--- src/rtl/packet_steer_pkg.sv ---
// packet_steer_pkg: destination field location, FSM encoding and select codes for packet_steer
package packet_steer_pkg;
  localparam int DST_LSB = 24;
  localparam int DST_WIDTH = 8;
  typedef enum logic {ST_IDLE = 1'b0, ST_IN_PKT = 1'b1} state_t;
  localparam logic [1:0] SEL_DROP = 2'b00;
  localparam logic [1:0] SEL_BCAST = 2'b11;
endpackage

--- src/rtl/packet_steer_axis_reg_slice.sv ---
// axis_reg_slice: one-deep AXI4-Stream register (load/hold/drain) with async active-low reset
module axis_reg_slice #(
  parameter int DW = 256,
  parameter int TW = 128
) (
  input  logic            clk,
  input  logic            rst_n,
  input  logic            load,
  input  logic [DW-1:0]   s_tdata,
  input  logic [DW/8-1:0] s_tstrb,
  input  logic [TW-1:0]   s_tuser,
  input  logic            s_tlast,
  output logic            can_load,
  output logic [DW-1:0]   m_tdata,
  output logic [DW/8-1:0] m_tstrb,
  output logic [TW-1:0]   m_tuser,
  output logic            m_tlast,
  output logic            m_tvalid,
  input  logic            m_tready
);
  assign can_load = !m_tvalid || m_tready;
  always_ff @(posedge clk or negedge rst_n)
    if (!rst_n) begin
      m_tdata  <= '0;
      m_tstrb  <= '0;
      m_tuser  <= '0;
      m_tlast  <= 1'b0;
      m_tvalid <= 1'b0;
    end else if (load) begin
      m_tdata  <= s_tdata;
      m_tstrb  <= s_tstrb;
      m_tuser  <= s_tuser;
      m_tlast  <= s_tlast;
      m_tvalid <= 1'b1;
    end else if (m_tready) begin
      m_tvalid <= 1'b0;
    end
endmodule

--- src/rtl/packet_steer.sv ---
// packet_steer: steers each AXIS packet to output 0, output 1, both or nowhere by TUSER dst byte.
// Optional statistics counters are enabled by defining PACKET_STEER_STATS_EN.
module packet_steer
  import packet_steer_pkg::*;
#(
  parameter int         C_AXIS_DATA_WIDTH  = 256,
  parameter int         C_AXIS_TUSER_WIDTH = 128,
  parameter logic [7:0] C_OUT0_MASK        = 8'h55,
  parameter logic [7:0] C_OUT1_MASK        = 8'hAA
) (
  input  logic                             axi_aclk,
  input  logic                             axi_aresetn,
  input  logic [C_AXIS_DATA_WIDTH-1:0]     s_axis_tdata,
  input  logic [C_AXIS_DATA_WIDTH/8-1:0]   s_axis_tstrb,
  input  logic [C_AXIS_TUSER_WIDTH-1:0]    s_axis_tuser,
  input  logic                             s_axis_tvalid,
  input  logic                             s_axis_tlast,
  output logic                             s_axis_tready,
  output logic [C_AXIS_DATA_WIDTH-1:0]     m_axis_tdata_0,
  output logic [C_AXIS_DATA_WIDTH/8-1:0]   m_axis_tstrb_0,
  output logic [C_AXIS_TUSER_WIDTH-1:0]    m_axis_tuser_0,
  output logic                             m_axis_tvalid_0,
  output logic                             m_axis_tlast_0,
  input  logic                             m_axis_tready_0,
  output logic [C_AXIS_DATA_WIDTH-1:0]     m_axis_tdata_1,
  output logic [C_AXIS_DATA_WIDTH/8-1:0]   m_axis_tstrb_1,
  output logic [C_AXIS_TUSER_WIDTH-1:0]    m_axis_tuser_1,
  output logic                             m_axis_tvalid_1,
  output logic                             m_axis_tlast_1,
  input  logic                             m_axis_tready_1
`ifdef PACKET_STEER_STATS_EN
  ,
  output logic [31:0]                      pkt_cnt_0,
  output logic [31:0]                      pkt_cnt_1,
  output logic [31:0]                      drop_cnt
`endif
);
  state_t state, state_n;
  logic [1:0] sel_q, sel_q_n, sel_c, sel;
  logic [DST_WIDTH-1:0] dst;
  logic can0, can1, rdy, xfer, load0, load1;
  assign dst   = s_axis_tuser[DST_LSB +: DST_WIDTH];
  assign sel_c = {|(dst & C_OUT1_MASK), |(dst & C_OUT0_MASK)};
  assign sel   = state == ST_IDLE ? sel_c : sel_q;
  assign rdy   = sel == SEL_DROP ? 1'b1 : sel == SEL_BCAST ? can0 && can1 : sel[0] ? can0 : can1;
  // gated by reset so the upstream sees no ready while the block is held in reset
  assign s_axis_tready = axi_aresetn && rdy;
  assign xfer  = s_axis_tvalid && s_axis_tready;
  assign load0 = xfer && sel[0];
  assign load1 = xfer && sel[1];
  always_ff @(posedge axi_aclk or negedge axi_aresetn)
    if (!axi_aresetn) begin
      state <= ST_IDLE;
      sel_q <= SEL_DROP;
    end else begin
      state <= state_n;
      sel_q <= sel_q_n;
    end
  always_comb begin
    state_n = state;
    sel_q_n = sel_q;
    if (xfer) begin
      state_n = s_axis_tlast ? ST_IDLE : ST_IN_PKT;
      sel_q_n = sel;
    end
  end
  axis_reg_slice #(.DW(C_AXIS_DATA_WIDTH), .TW(C_AXIS_TUSER_WIDTH)) u_slice_0 (
    .clk(axi_aclk), .rst_n(axi_aresetn), .load(load0),
    .s_tdata(s_axis_tdata), .s_tstrb(s_axis_tstrb), .s_tuser(s_axis_tuser), .s_tlast(s_axis_tlast),
    .can_load(can0),
    .m_tdata(m_axis_tdata_0), .m_tstrb(m_axis_tstrb_0), .m_tuser(m_axis_tuser_0),
    .m_tlast(m_axis_tlast_0), .m_tvalid(m_axis_tvalid_0), .m_tready(m_axis_tready_0)
  );
  axis_reg_slice #(.DW(C_AXIS_DATA_WIDTH), .TW(C_AXIS_TUSER_WIDTH)) u_slice_1 (
    .clk(axi_aclk), .rst_n(axi_aresetn), .load(load1),
    .s_tdata(s_axis_tdata), .s_tstrb(s_axis_tstrb), .s_tuser(s_axis_tuser), .s_tlast(s_axis_tlast),
    .can_load(can1),
    .m_tdata(m_axis_tdata_1), .m_tstrb(m_axis_tstrb_1), .m_tuser(m_axis_tuser_1),
    .m_tlast(m_axis_tlast_1), .m_tvalid(m_axis_tvalid_1), .m_tready(m_axis_tready_1)
  );
`ifdef PACKET_STEER_STATS_EN
  always_ff @(posedge axi_aclk or negedge axi_aresetn)
    if (!axi_aresetn) begin
      pkt_cnt_0 <= '0;
      pkt_cnt_1 <= '0;
      drop_cnt  <= '0;
    end else begin
      pkt_cnt_0 <= pkt_cnt_0 + 32'(load0 && s_axis_tlast);
      pkt_cnt_1 <= pkt_cnt_1 + 32'(load1 && s_axis_tlast);
      drop_cnt  <= drop_cnt + 32'(xfer && s_axis_tlast && sel == SEL_DROP);
    end
`endif
endmodule

--- config.mk ---
export PLATFORM = sky130hd
export DESIGN_NAME = packet_steer
export DESIGN_NICKNAME = d
export VERILOG_FILES = /design/src/rtl/packet_steer_pkg.sv /design/src/rtl/packet_steer_axis_reg_slice.sv /design/src/rtl/packet_steer.sv
export SDC_FILE = /design/constraint.sdc
export NUM_CORES = 1
export LEC_CHECK = 0
export ABC_AREA = 1
export CAP_MARGIN = 5
export CORE_AREA = 2 2 486 488
export DETAILED_ROUTE_END_ITERATION = 12
export DIE_AREA = 0 0 488 490
export GPL_TIMING_DRIVEN = 0
export PLACE_DENSITY_LB_ADDON = 0.1
export SYNTH_ARGS = -nofsm -noshare
export SYNTH_HDL_FRONTEND = slang
export SYNTH_SLANG_ARGS = --single-unit
export TNS_END_PERCENT = 30
--- constraint.sdc ---
create_clock -name axi_aclk -period 2.7 [get_ports axi_aclk]
set_input_delay 0.54 -clock axi_aclk [delete_from_list [all_inputs] [get_ports axi_aclk]]
set_output_delay 0.54 -clock axi_aclk [all_outputs]
set_load 0.01 [all_outputs]
==> impl_metrics.sql, run 1 <==
INSERT INTO impl_metrics (metric_group, metric, value, unit) VALUES
('floorplanning', 'fp.coreArea', '234000', 'um^2'),
('worst_setup_path', 'worst-setup-path-type', 'flop to output port', ''),
('drt', 'wl_per_cell', '27.8', 'um'),
('sta', 'grt_setup_unrepaired', 'true', ''),
('final_layout', 'flow.area_growth_from_synthesis', '61.5', '%'),
('worst_setup_path', 'cp_cell_sequence', 'inv_4 -> or2_1 -> nand2_1 -> nor2_1 -> nor2_4 -> buf_12 -> buf_6', ''),
('global_routing', 'grt_use_total', '0.189', ''),
('global_routing', 'grt_first_pass_wirelength', '317000', 'um'),
('yosys', 'synth-seq-area-share', '0.614', ''),
('clocking', 'clk_pin_slew_worst_paths', '0.06', 'ns'),
('pwr', 'p_leak', '25.3', 'nW'),
('sta', 'timing.final.setup_violations', '0', ''),
('global_routing', 'global_route.overflow_total', '0', ''),
('yosys', 'synth_area_per_cell', '9.14', 'um^2'),
('placed_design', 'place.port_buffers', '1257', ''),
('clocking', 'max-clock-path-buffers', '3', ''),
('worst_setup_path', 'element_type_at_the_critical_path_end', 'output port', ''),
('global_routing', 'grt_start_max_net_pins', '100', ''),
('yosys', 'synth_nets', '4164', ''),
('final_layout', 'drive_gt1_frac', '0.0746', ''),
('sta', 'finalHoldViolCount', '28', ''),
('floorplanning', 'overall_die_width', '488', 'um'),
('yosys', 'syn_area', '34200', 'um^2'),
('final_layout', 'final_net_count', '5554', ''),
('drt', 'drt_pre_antenna_iters', '5', ''),
('drt', 'detail_route.wirelength', '233000', 'um'),
('worst_setup_path', 'worst_ep_required_time', '2.16', 'ns'),
('clocking', 'htree_levels', '3', ''),
('global_routing', 'grt_pass1_vias', '35598', ''),
('clocking', 'insertion_delay_to_the_later_sink_of_the_worst_skew_pair', '0.78', 'ns'),
('placed_design', 'gpl.final_weighted_congestion', '0.868', ''),
('floorplanning', 'starting_utilization_of_the_core_area', '0.146', ''),
('yosys', 'syn-instance-count', '3742', ''),
('run', 'drv.max_cap_violation_count', '0', ''),
('worst_setup_path', 'crit_path_top_delay_cell', 'sky130_fd_sc_hd__dfrtp_1', ''),
('placed_design', 'dp_hpwl', '183000', 'um'),
('yosys', 'ys_seq_elements', '839', ''),
('clocking', 'clock-sinks', '839', ''),
('clocking', 'clock_buffers_created_by_tritoncts', '114', ''),
('sta', 'worst_slew_pin_slew', '1.34', 'ns'),
('drt', 'routed_via_density', '4.09', ''),
('clocking', 'clock_tree.root_cell', 'sky130_fd_sc_hd__clkbuf_16', ''),
('floorplanning', 'die_area', '239000', 'um^2'),
('worst_setup_path', 'worst-path-max-fanout', '4', ''),
('yosys', 'yosysWarnings', '0', ''),
('pwr', 'p_per_area', '1150', 'nW/um^2'),
('status', 'status', 'complete, but fails checks', ''),
('sta', 'final.setup_skew', '0.0373', 'ns'),
('worst_setup_path', 'critical_path.startpoint_type', 'flop', ''),
('sta', 'maxClockFrequency', '386', 'MHz'),
('pwr', 'worst_ir_drop_vdd', '532', 'uV'),
('floorplanning', 'rows', '178', ''),
('drt', 'detail_route.drc_violations', '0', ''),
('drt', 'num_vias', '34359', ''),
('floorplanning', 'die_height', '490', 'um'),
('clocking', 'tritoncts', 'yes', ''),
('status', 'failed_checks', 'negative hold slack', ''),
('final_layout', 'fin_util', '0.236', ''),
('sta', 'tmin_final', '2.59', 'ns'),
('sta', 'slew_headroom', '0.107', ''),
('worst_setup_path', 'arrival', '2.05', 'ns'),
('global_routing', 'number_of_antenna_violations_at_the_first_check_in_global_routing', '94', ''),
('yosys', 'ys_types', '16', ''),
('sta', 'timing.final.crit_share', '0.959', ''),
('min_path', 'min-delay-path-class', 'input port to async pin', ''),
('floorplanning', 'ioPinCount', '1259', ''),
('drt', 'drt_iter0_drc', '1937', ''),
('worst_setup_path', 'critical_path.max_stage_delay', '0.38', 'ns'),
('drt', 'drt.antenna.violating_nets', '0', ''),
('sta', 'timing.final.max_slew_violations', '0', ''),
('sta', 'holdWs', '-0.110', 'ns');
-- placed cells by master, fill, tap and decap left out, types with 2 or more instances in the layout --
cell type / count
sky130_fd_sc_hd__o21ai_0: 2
sky130_fd_sc_hd__clkbuf_2: 42
sky130_fd_sc_hd__or2_1: 2
sky130_fd_sc_hd__bufinv_16: 9
sky130_fd_sc_hd__nand2_1: 1677
sky130_fd_sc_hd__clkdlybuf4s15_2: 2
sky130_fd_sc_hd__clkinvlp_4: 3
sky130_fd_sc_hd__inv_1: 2
sky130_fd_sc_hd__buf_16: 12
sky130_fd_sc_hd__clkbuf_16: 114
sky130_fd_sc_hd__buf_1: 21
sky130_fd_sc_hd__buf_6: 3
sky130_fd_sc_hd__nor2_1: 6
sky130_fd_sc_hd__diode_2: 16
sky130_fd_sc_hd__dfrtp_1: 839
sky130_fd_sc_hd__clkinv_2: 15
sky130_fd_sc_hd__clkdlybuf4s50_1: 1255
sky130_fd_sc_hd__clkbuf_8: 29
sky130_fd_sc_hd__dlygate4sd3_1: 2
sky130_fd_sc_hd__buf_4: 30
sky130_fd_sc_hd__nand4_1: 834
sky130_fd_sc_hd__clkinv_16: 4
sky130_fd_sc_hd__inv_6: 3
sky130_fd_sc_hd__clkbuf_1: 194
sky130_fd_sc_hd__buf_2: 114
sky130_fd_sc_hd__nand3_4: 3
-- critical path: cells and delay by family, from the launching register on --
kind,cells,cell delay (ns)
flip-flops,1,0.38
buffers and inverters,3,0.34
AND/OR/NAND/NOR,4,0.58
-- worst paths after layout --
path / to / startpoint / cells past startpoint / slack (ns)
setup / recovery: s_axis_tready / state / 7 / 0.11
hold reg to reg: u_slice_0.m_tdata[146] / u_slice_0.m_tdata[146] / 2 / 0.47
hold / removal: u_slice_1.m_tdata[26] / axi_aresetn / 2 / -0.11
min in group axi_aclk: u_slice_1.m_tuser[43] / s_axis_tuser[43] / 3 / 0.36
max in group asynchronous: u_slice_1.m_tdata[218] / axi_aresetn / 5 / 0.72
setup reg to reg: u_slice_1.m_tuser[35] / state / 9 / 0.16
-- sequential cells by signal, indices dropped and copies added (netlist names) --
signal              flops
u_slice_0.m_tvalid      1
u_slice_0.m_tdata     256
u_slice_0.m_tstrb      32
u_slice_1.m_tuser     128
u_slice_0.m_tlast       1
state                   1
sel_q                   2
u_slice_1.m_tvalid      1
u_slice_1.m_tstrb      32
u_slice_0.m_tuser     128
u_slice_1.m_tlast       1
u_slice_1.m_tdata     256
-- metal layers --
| metal | part of all wire | GRT usage | routed length, um | up-vias |
|---|---|---|---|---|
| li1 | - | - | - | 15651 |
| met1 | 0.39 | 0.215 | 90200 | 17078 |
| met2 | 0.48 | 0.322 | 113000 | 1243 |
| met3 | 0.10 | 0.0811 | 23300 | 305 |
| met4 | 0.027 | 0.0500 | 6210 | 82 |
| met5 | 0.0023 | 0 | 536 | - |
-- per-stage QoR --
step	area [um^2]	setup WS (ns)	power [W]	instances	setup TNS [ns]
after detailed placement	51000	-1.66	0.0480	8158	-1050.22
after global routing	55200	-0.0301	0.0672	8383	-0.0301
final	55200	0.112	0.0634	8393	0
after floorplan	34200	0.788	0.0290	3742	0
after global placement	50700	-44.47	0.0443	8149	-
after CTS	55000	-0.140	0.0647	8371	-16.47
-- final cells by class --
cell class,count,area (um^2)
clock buffers,177,3380
clock inverters,34,514
repair buffers,1275,13000
plain buffers,369,1720
multi-input cells,2529,11600
well taps,3150,3940
diodes,16,40.0
flip-flops and latches,839,21000
fillers,25659,179000
inverters,4,17.5
-- cells by family (layout without fill, tap and decap cells) --
group | after synthesis | count (layout) | synth area share
and+or+nand+nor | 2527 | 2527 | 0.339
DFF | 839 | 839 | 0.614
buffers and inverters | 374 | 1859 | 0.0471
AOI/OAI and AO/OA | 2 | 2 | 0.000293
other | 0 | 16 | 0
-- what timing repair did --
| item | CTS | global route |
|---|---|---|
| pin swaps | 1 | 3 |
| buffers inserted | 3 | 1 |
| gates resized for setup | 49 | 63 |
| endpoints found under the hold margin | 47 | 47 |
| endpoints found under the setup margin | 839 | 581 |
-- Yosys cell counts --
| library cell | instances | area share |
|---|---|---|
| sky130_fd_sc_hd__and2_1 | 1 | 0.00018 |
| sky130_fd_sc_hd__buf_1 | 29 | 0.0032 |
| sky130_fd_sc_hd__buf_2 | 132 | 0.019 |
| sky130_fd_sc_hd__buf_4 | 11 | 0.0024 |
| sky130_fd_sc_hd__clkbuf_1 | 198 | 0.022 |
| sky130_fd_sc_hd__clkinv_1 | 1 | 0.00011 |
| sky130_fd_sc_hd__dfrtp_1 | 839 | 0.61 |
| sky130_fd_sc_hd__inv_1 | 2 | 0.00022 |
| sky130_fd_sc_hd__inv_2 | 1 | 0.00011 |
| sky130_fd_sc_hd__nand2_1 | 1678 | 0.18 |
| sky130_fd_sc_hd__nand3_1 | 5 | 0.00073 |
| sky130_fd_sc_hd__nand4_1 | 834 | 0.15 |
| sky130_fd_sc_hd__nor2_1 | 6 | 0.00066 |
| sky130_fd_sc_hd__nor2_4 | 1 | 0.00033 |
| sky130_fd_sc_hd__o21ai_0 | 2 | 0.00029 |
| sky130_fd_sc_hd__or2_1 | 2 | 0.00037 |
-- power by group --
group	total [W]	switching, W	leakage, nW	internal, W
Combinational	0.0262	0.0146	13.0	0.0116
Clock	0.0161	0.00662	1.90	0.00944
Sequential	0.0211	0.00343	10.4	0.0177
Total	0.0634	0.0247	25.3	0.0388
No activity file was read; power rests on OpenSTA's default activity.
==> run 2, diff against run 1 <==
--- a/config.mk
+++ b/config.mk
@@ -11,7 +11,7 @@
 export DETAILED_ROUTE_END_ITERATION = 12
 export DIE_AREA = 0 0 488 490
 export GPL_TIMING_DRIVEN = 0
-export PLACE_DENSITY_LB_ADDON = 0.1
+export PLACE_DENSITY = 0.42
 export SYNTH_ARGS = -nofsm -noshare
 export SYNTH_HDL_FRONTEND = slang
 export SYNTH_SLANG_ARGS = --single-unit
==> impl_metrics.sql, run 2 (same netlist as run 1, synthesis figures left out) <==
INSERT INTO impl_metrics (metric_group, metric, value, unit) VALUES
('global_routing', 'grt_pass1_vias', '35466', ''),
('placed_design', 'place.port_buffers', '1257', ''),
('drt', 'drt.antenna.violating_nets', '0', ''),
('global_routing', 'grt_first_pass_wirelength', '315000', 'um'),
('min_path', 'min-delay-path-class', 'input port to async pin', ''),
('worst_setup_path', 'worst-path-max-fanout', '3', ''),
('worst_setup_path', 'element_type_at_the_critical_path_end', 'output port', ''),
('floorplanning', 'overall_die_width', '488', 'um'),
('floorplanning', 'ioPinCount', '1259', ''),
('worst_setup_path', 'critical_path.startpoint_type', 'input port', ''),
('worst_setup_path', 'worst-setup-path-type', 'input port to output port', ''),
('pwr', 'p_leak', '25.2', 'nW'),
('drt', 'detail_route.drc_violations', '0', ''),
('worst_setup_path', 'worst_ep_required_time', '2.16', 'ns'),
('final_layout', 'flow.area_growth_from_synthesis', '60.8', '%'),
('drt', 'wl_per_cell', '27.9', 'um'),
('drt', 'drt_iter0_drc', '2684', ''),
('drt', 'detail_route.wirelength', '234000', 'um'),
('sta', 'timing.final.setup_violations', '1', ''),
('run', 'drv.max_cap_violation_count', '0', ''),
('final_layout', 'mostFrequentLayoutCell', 'sky130_fd_sc_hd__nand2_1', ''),
('sta', 'tmin_final', '2.75', 'ns'),
('floorplanning', 'die_area', '239000', 'um^2'),
('sta', 'slew_headroom', '0.213', ''),
('floorplanning', 'fp.coreArea', '234000', 'um^2'),
('placed_design', 'dp_hpwl', '188000', 'um'),
('sta', 'timing.final.max_slew_violations', '0', ''),
('placed_design', 'gpl.final_weighted_congestion', '0.918', ''),
('global_routing', 'global_route.overflow_total', '0', ''),
('global_routing', 'grt_use_total', '0.189', ''),
('pwr', 'p_per_area', '1130', 'nW/um^2'),
('floorplanning', 'rows', '178', ''),
('final_layout', 'drive_gt1_frac', '0.0762', ''),
('clocking', 'clk_pin_slew_worst_paths', '0.06', 'ns'),
('sta', 'worst_slew_pin_slew', '1.18', 'ns'),
('worst_setup_path', 'critical_path.reg2reg.startpoint', 'state', ''),
('status', 'failed_checks', 'negative hold slack, negative setup slack', ''),
('clocking', 'clock_tree.root_cell', 'sky130_fd_sc_hd__clkbuf_16', ''),
('worst_setup_path', 'rrSetupSlack', '0.11', 'ns'),
('drt', 'drt_pre_antenna_iters', '5', ''),
('placed_design', 'pre_cts_ws', '-2.08', 'ns'),
('sta', 'grt_setup_unrepaired', 'true', ''),
('global_routing', 'number_of_antenna_violations_at_the_first_check_in_global_routing', '106', ''),
('clocking', 'clock-sinks', '839', ''),
('worst_setup_path', 'arrival', '2.21', 'ns'),
('pwr', 'worst_ir_drop_vdd', '507', 'uV'),
('sta', 'finalHoldViolCount', '81', ''),
('clocking', 'tritoncts', 'yes', ''),
('clocking', 'clock_buffers_created_by_tritoncts', '108', ''),
('pwr', 'power', '0.0623', 'W'),
('worst_setup_path', 'cp_cell_sequence', 'clkdlybuf4s50_1 -> nor2_1 -> nand3_4 -> nand3_2 -> nand2_2 -> nor2_4 -> buf_12 -> buf_8 -> buf_6', ''),
('global_routing', 'grt_start_max_net_pins', '110', ''),
('floorplanning', 'die_height', '490', 'um'),
('worst_setup_path', 'crit_path_top_delay_cell', 'sky130_fd_sc_hd__clkdlybuf4s50_1', ''),
('floorplanning', 'starting_utilization_of_the_core_area', '0.146', ''),
('worst_setup_path', 'cell_count_of_the_worst_reg_to_reg_path', '9', ''),
('sta', 'timing.final.crit_share', '1.02', ''),
('worst_setup_path', 'timing.rr.end', 'u_slice_1.m_tuser[38]', ''),
('sta', 'final.setup_skew', '0.0234', 'ns'),
('worst_setup_path', 'critPathTopFamily', 'buffers and inverters', ''),
('sta', 'timing.final.ws_setup', '-0.0482', 'ns'),
('worst_setup_path', 'critical_path.max_stage_delay', '0.55', 'ns'),
('clocking', 'insertion_delay_to_the_later_sink_of_the_worst_skew_pair', '0.74', 'ns'),
('status', 'status', 'complete, but fails checks', ''),
('clocking', 'htree_levels', '3', ''),
('sta', 'holdWs', '-0.309', 'ns'),
('worst_setup_path', 'cp.buffers_inverters', '4', ''),
('clocking', 'max-clock-path-buffers', '3', ''),
('drt', 'num_vias', '35451', ''),
('final_layout', 'commonest_non_fill_non_tap_cells_in_the_layout', '1,676 x sky130_fd_sc_hd__nand2_1, 1,251 x sky130_fd_sc_hd__clkdlybuf4s50_1, 839 x sky130_fd_sc_hd__dfrtp_1', ''),
('final_layout', 'biggestRegsByFlops', 'u_slice_0.m_tdata (256), u_slice_1.m_tdata (256)', ''),
('drt', 'routed_via_density', '4.22', ''),
('final_layout', 'final_net_count', '5546', ''),
('sta', 'maxClockFrequency', '364', 'MHz');
==> run 2: changes by cell type in the layout (fill, tap and decap cells not counted), moves of 4 or more <==
| cell | delta |
|---|---|
| sky130_fd_sc_hd__dlygate4sd2_1 | +4 |
| sky130_fd_sc_hd__buf_6 | +5 |
| sky130_fd_sc_hd__buf_4 | -5 |
| sky130_fd_sc_hd__clkbuf_16 | -4 |
| sky130_fd_sc_hd__clkbuf_2 | +10 |
| sky130_fd_sc_hd__buf_2 | +6 |
| sky130_fd_sc_hd__diode_2 | +20 |
| sky130_fd_sc_hd__clkinv_16 | -4 |
| sky130_fd_sc_hd__clkbuf_8 | -8 |
| sky130_fd_sc_hd__clkdlybuf4s50_1 | -4 |
| sky130_fd_sc_hd__clkbuf_1 | -16 |
==> run 2: worst max-delay path by stage <==
stage / cells past startpoint / start / end
final: 9 / s_axis_tuser[26] / s_axis_tready
after global routing: 8 / state / s_axis_tready
after CTS: 8 / state / s_axis_tready
after detailed placement: 10 / s_axis_tuser[24] / u_slice_0.m_tdata[245]
after global placement: 1 / axi_aresetn / u_slice_0.m_tdata[196]
after floorplan: 7 / s_axis_tuser[31] / s_axis_tready
==> run 2: per-layer routing <==
layer | wire [um] | vias up | track usage | share of wire
met3 | 22800 | 358 | 0.0702 | 0.097
met1 | 91300 | 17676 | 0.223 | 0.39
li1 | - | 15635 | - | -
met2 | 111000 | 1740 | 0.314 | 0.47
met4 | 9030 | 42 | 0.0640 | 0.039
met5 | 287 | - | 0 | 0.0012
==> run 2: metrics by stage <==
stage	setup TNS (ns)	instances	hold slack [ns]	cell area, um^2	utilization
after global routing	-0.114	8368	-0.339	55000	0.235
after floorplan	0	3742	0.244	34200	-
after detailed placement	-1364.64	8159	0.453	51000	0.218
after global placement	-	8149	0.453	50700	0.217
after CTS	-1.36	8360	-0.366	54900	0.234
final	-0.0482	8397	-0.309	55000	0.235
==> run 2: timing repair <==
action	4_1_cts	5_1_grt
setup endpoints to repair	841	237
endpoints found under the hold margin	81	81
resized for setup	93	43
cloned	1	0
pin swaps	4	2
setup buffers	3	1
==> run 2: power by group <==
part | internal [W] | switching (W) | total, W
sequential | 0.0177 | 0.00337 | 0.0210
clock | 0.00892 | 0.00623 | 0.0151
combinational | 0.0117 | 0.0144 | 0.0261
total | 0.0383 | 0.0240 | 0.0623
==> run 2: final cells by class <==
cell class	instances	area, um^2
fillers	25692	179000
flip-flops and latches	839	21000
repair buffers	1272	12900
multi-input cells	2529	11700
well taps	3150	3940
clock buffers	162	3160
plain buffers	370	1760
clock inverters	35	468
diodes	36	90.1
inverters	4	17.5
==> run 3, diff against run 2 <==
--- a/config.mk
+++ b/config.mk
@@ -8,6 +8,7 @@
 export ABC_AREA = 1
 export CAP_MARGIN = 5
 export CORE_AREA = 2 2 486 488
+export CTS_CLUSTER_DIAMETER = 80
 export DETAILED_ROUTE_END_ITERATION = 12
 export DIE_AREA = 0 0 488 490
 export GPL_TIMING_DRIVEN = 0
==> impl_metrics.sql, run 3 (same netlist as run 1, synthesis figures left out) <==
INSERT INTO impl_metrics (metric_group, metric, value, unit) VALUES
('clocking', 'clock_tree.root_cell', 'sky130_fd_sc_hd__clkbuf_16', ''),
('global_routing', 'global_route.overflow_total', '0', ''),
('final_layout', 'commonest_non_fill_non_tap_cells_in_the_layout', '1,676 x sky130_fd_sc_hd__nand2_1, 1,252 x sky130_fd_sc_hd__clkdlybuf4s50_1, 839 x sky130_fd_sc_hd__dfrtp_1', ''),
('drt', 'detail_route.drc_violations', '0', ''),
('final_layout', 'drive_gt1_frac', '0.0762', ''),
('worst_setup_path', 'worst_ep_required_time', '2.16', 'ns'),
('placed_design', 'pre_cts_ws', '-2.08', 'ns'),
('sta', 'holdWs', '-0.305', 'ns'),
('final_layout', 'filler_cell_count', '25700', ''),
('clocking', 'clk_pin_slew_worst_paths', '0.06', 'ns'),
('min_path', 'min-delay-path-class', 'input port to async pin', ''),
('floorplanning', 'die_area', '239000', 'um^2'),
('sta', 'final.setup_skew', '0.0258', 'ns'),
('placed_design', 'gpl.final_weighted_congestion', '0.918', ''),
('worst_setup_path', 'worst-setup-path-type', 'input port to output port', ''),
('final_layout', 'finish.cell_count_without_fillers', '8387', ''),
('sta', 'timing.final.ws_setup', '0.0366', 'ns'),
('global_routing', 'number_of_antenna_violations_at_the_first_check_in_global_routing', '108', ''),
('floorplanning', 'starting_utilization_of_the_core_area', '0.146', ''),
('final_layout', 'mostFrequentLayoutCell', 'sky130_fd_sc_hd__nand2_1', ''),
('pwr', 'p_per_area', '1130', 'nW/um^2'),
('worst_setup_path', 'worst-path-max-fanout', '3', ''),
('clocking', 'insertion_delay_to_the_later_sink_of_the_worst_skew_pair', '0.75', 'ns'),
('sta', 'tmin_final', '2.66', 'ns'),
('pwr', 'worst_ir_drop_vdd', '489', 'uV'),
('drt', 'wl_per_cell', '27.8', 'um'),
('final_layout', 'flow.area_growth_from_synthesis', '60.7', '%'),
('clocking', 'max-clock-path-buffers', '3', ''),
('worst_setup_path', 'critical_path.startpoint_type', 'input port', ''),
('worst_setup_path', 'arrival', '2.12', 'ns'),
('floorplanning', 'fp.coreArea', '234000', 'um^2'),
('sta', 'grt_setup_unrepaired', 'true', ''),
('sta', 'maxClockFrequency', '375', 'MHz'),
('worst_setup_path', 'cell_count_of_the_worst_reg_to_reg_path', '10', ''),
('status', 'failed_checks', 'negative hold slack', ''),
('drt', 'detail_route.wirelength', '233000', 'um'),
('floorplanning', 'die_height', '490', 'um'),
('global_routing', 'grt_use_total', '0.189', ''),
('placed_design', 'placedCellCount', '8159', ''),
('clocking', 'htree_levels', '3', ''),
('floorplanning', 'ioPinCount', '1259', ''),
('global_routing', 'grt_pass1_vias', '35482', ''),
('drt', 'drt_pre_antenna_iters', '5', ''),
('placed_design', 'dp_hpwl', '188000', 'um'),
('sta', 'timing.final.max_slew_violations', '0', ''),
('drt', 'routed_via_density', '4.21', ''),
('clocking', 'tritoncts', 'yes', ''),
('sta', 'timing.final.setup_violations', '0', ''),
('worst_setup_path', 'element_type_at_the_critical_path_end', 'output port', ''),
('sta', 'finalHoldViolCount', '81', ''),
('status', 'status', 'complete, but fails checks', ''),
('pwr', 'p_leak', '25.2', 'nW'),
('clocking', 'clock_buffers_created_by_tritoncts', '110', ''),
('drt', 'drt.antenna.violating_nets', '0', ''),
('global_routing', 'grt_first_pass_wirelength', '314000', 'um'),
('floorplanning', 'overall_die_width', '488', 'um'),
('drt', 'drt_iter0_drc', '2750', ''),
('sta', 'timing.final.crit_share', '0.986', ''),
('global_routing', 'grt_start_max_net_pins', '110', ''),
('sta', 'slew_headroom', '0.216', ''),
('floorplanning', 'rows', '178', ''),
('pwr', 'power', '0.0621', 'W'),
('final_layout', 'final_net_count', '5546', ''),
('sta', 'worst_slew_pin_slew', '1.18', 'ns'),
('drt', 'num_vias', '35274', ''),
('run', 'drv.max_cap_violation_count', '0', ''),
('placed_design', 'place.port_buffers', '1257', ''),
('final_layout', 'biggestRegsByFlops', 'u_slice_0.m_tdata (256), u_slice_1.m_tdata (256)', ''),
('clocking', 'clock-sinks', '839', '');
run 3: layout make-up:
cell class	count	area, um^2	area share
Sequential cell	839	21000	0.382
Timing Repair Buffer	1272	12900	0.235
Multi-Input combinational cell	2529	11700	0.212
Tap cell	3150	3940	0.0717
Clock buffer	161	3200	0.0581
Buffer	368	1750	0.0318
Clock inverter	35	400	0.00728
Antenna cell	29	72.6	0.00132
Inverter	4	17.5	0.000319
run 3: metal layers:
layer	vias to the layer above	share of wire	GRT usage
met3	382	0.098	0.0711
met4	56	0.039	0.0629
met1	17531	0.39	0.222
met5	-	0.0016	0
met2	1690	0.47	0.314
li1	15615	-	-
run 3: report_power, final:
part,internal [W],total [W],switching [W],leakage (nW)
clock network,0.00874,0.0149,0.00620,1.77
registers,0.0177,0.0210,0.00337,10.4
logic,0.0117,0.0261,0.0144,13.0
total,0.0381,0.0621,0.0240,25.2
run 3: what timing repair did:
item,in CTS,in global routing
pin swaps,4,3
cloned,1,0
endpoints found under the setup margin,840,226
endpoints found under the hold margin,81,81
buffers inserted,3,1
resized for setup,96,39
run 3: final timing paths:
kind                                           to              startpoint  slack, ns
setup / recovery                    s_axis_tready        s_axis_tuser[26]       0.04
min in group axi_aclk       u_slice_0.m_tuser[28]        s_axis_tuser[28]       0.31
hold reg to reg            u_slice_1.m_tdata[235]  u_slice_1.m_tdata[235]       0.47
setup reg to reg             u_slice_1.m_tstrb[7]                   state       0.10
hold / removal              u_slice_1.m_tuser[95]             axi_aresetn      -0.31
max in group asynchronous  u_slice_0.m_tdata[146]             axi_aresetn       0.97
run 3: stage by stage:
stage          cell area [um^2]  hold slack, ns  utilization  setup TNS, ns
3_3_place_gp              50700           0.453        0.217              -
4_1_cts                   54900          -0.346        0.234          -1.69
3_5_place_dp              51000           0.453        0.218       -1364.64
5_1_grt                   54900          -0.326        0.235        -0.0583
2_1_floorplan             34200           0.244            -              0
6_report                  55000          -0.305        0.235              0
run 3: critical path: stages:
cell	delay (ns)
sky130_fd_sc_hd__clkdlybuf4s50_1	0.56
sky130_fd_sc_hd__nor2_2	0.22
sky130_fd_sc_hd__nand3_4	0.12
sky130_fd_sc_hd__nand3_2	0.10
sky130_fd_sc_hd__nand2_2	0.06
sky130_fd_sc_hd__nor2_4	0.22
sky130_fd_sc_hd__buf_12	0.17
sky130_fd_sc_hd__buf_6	0.11
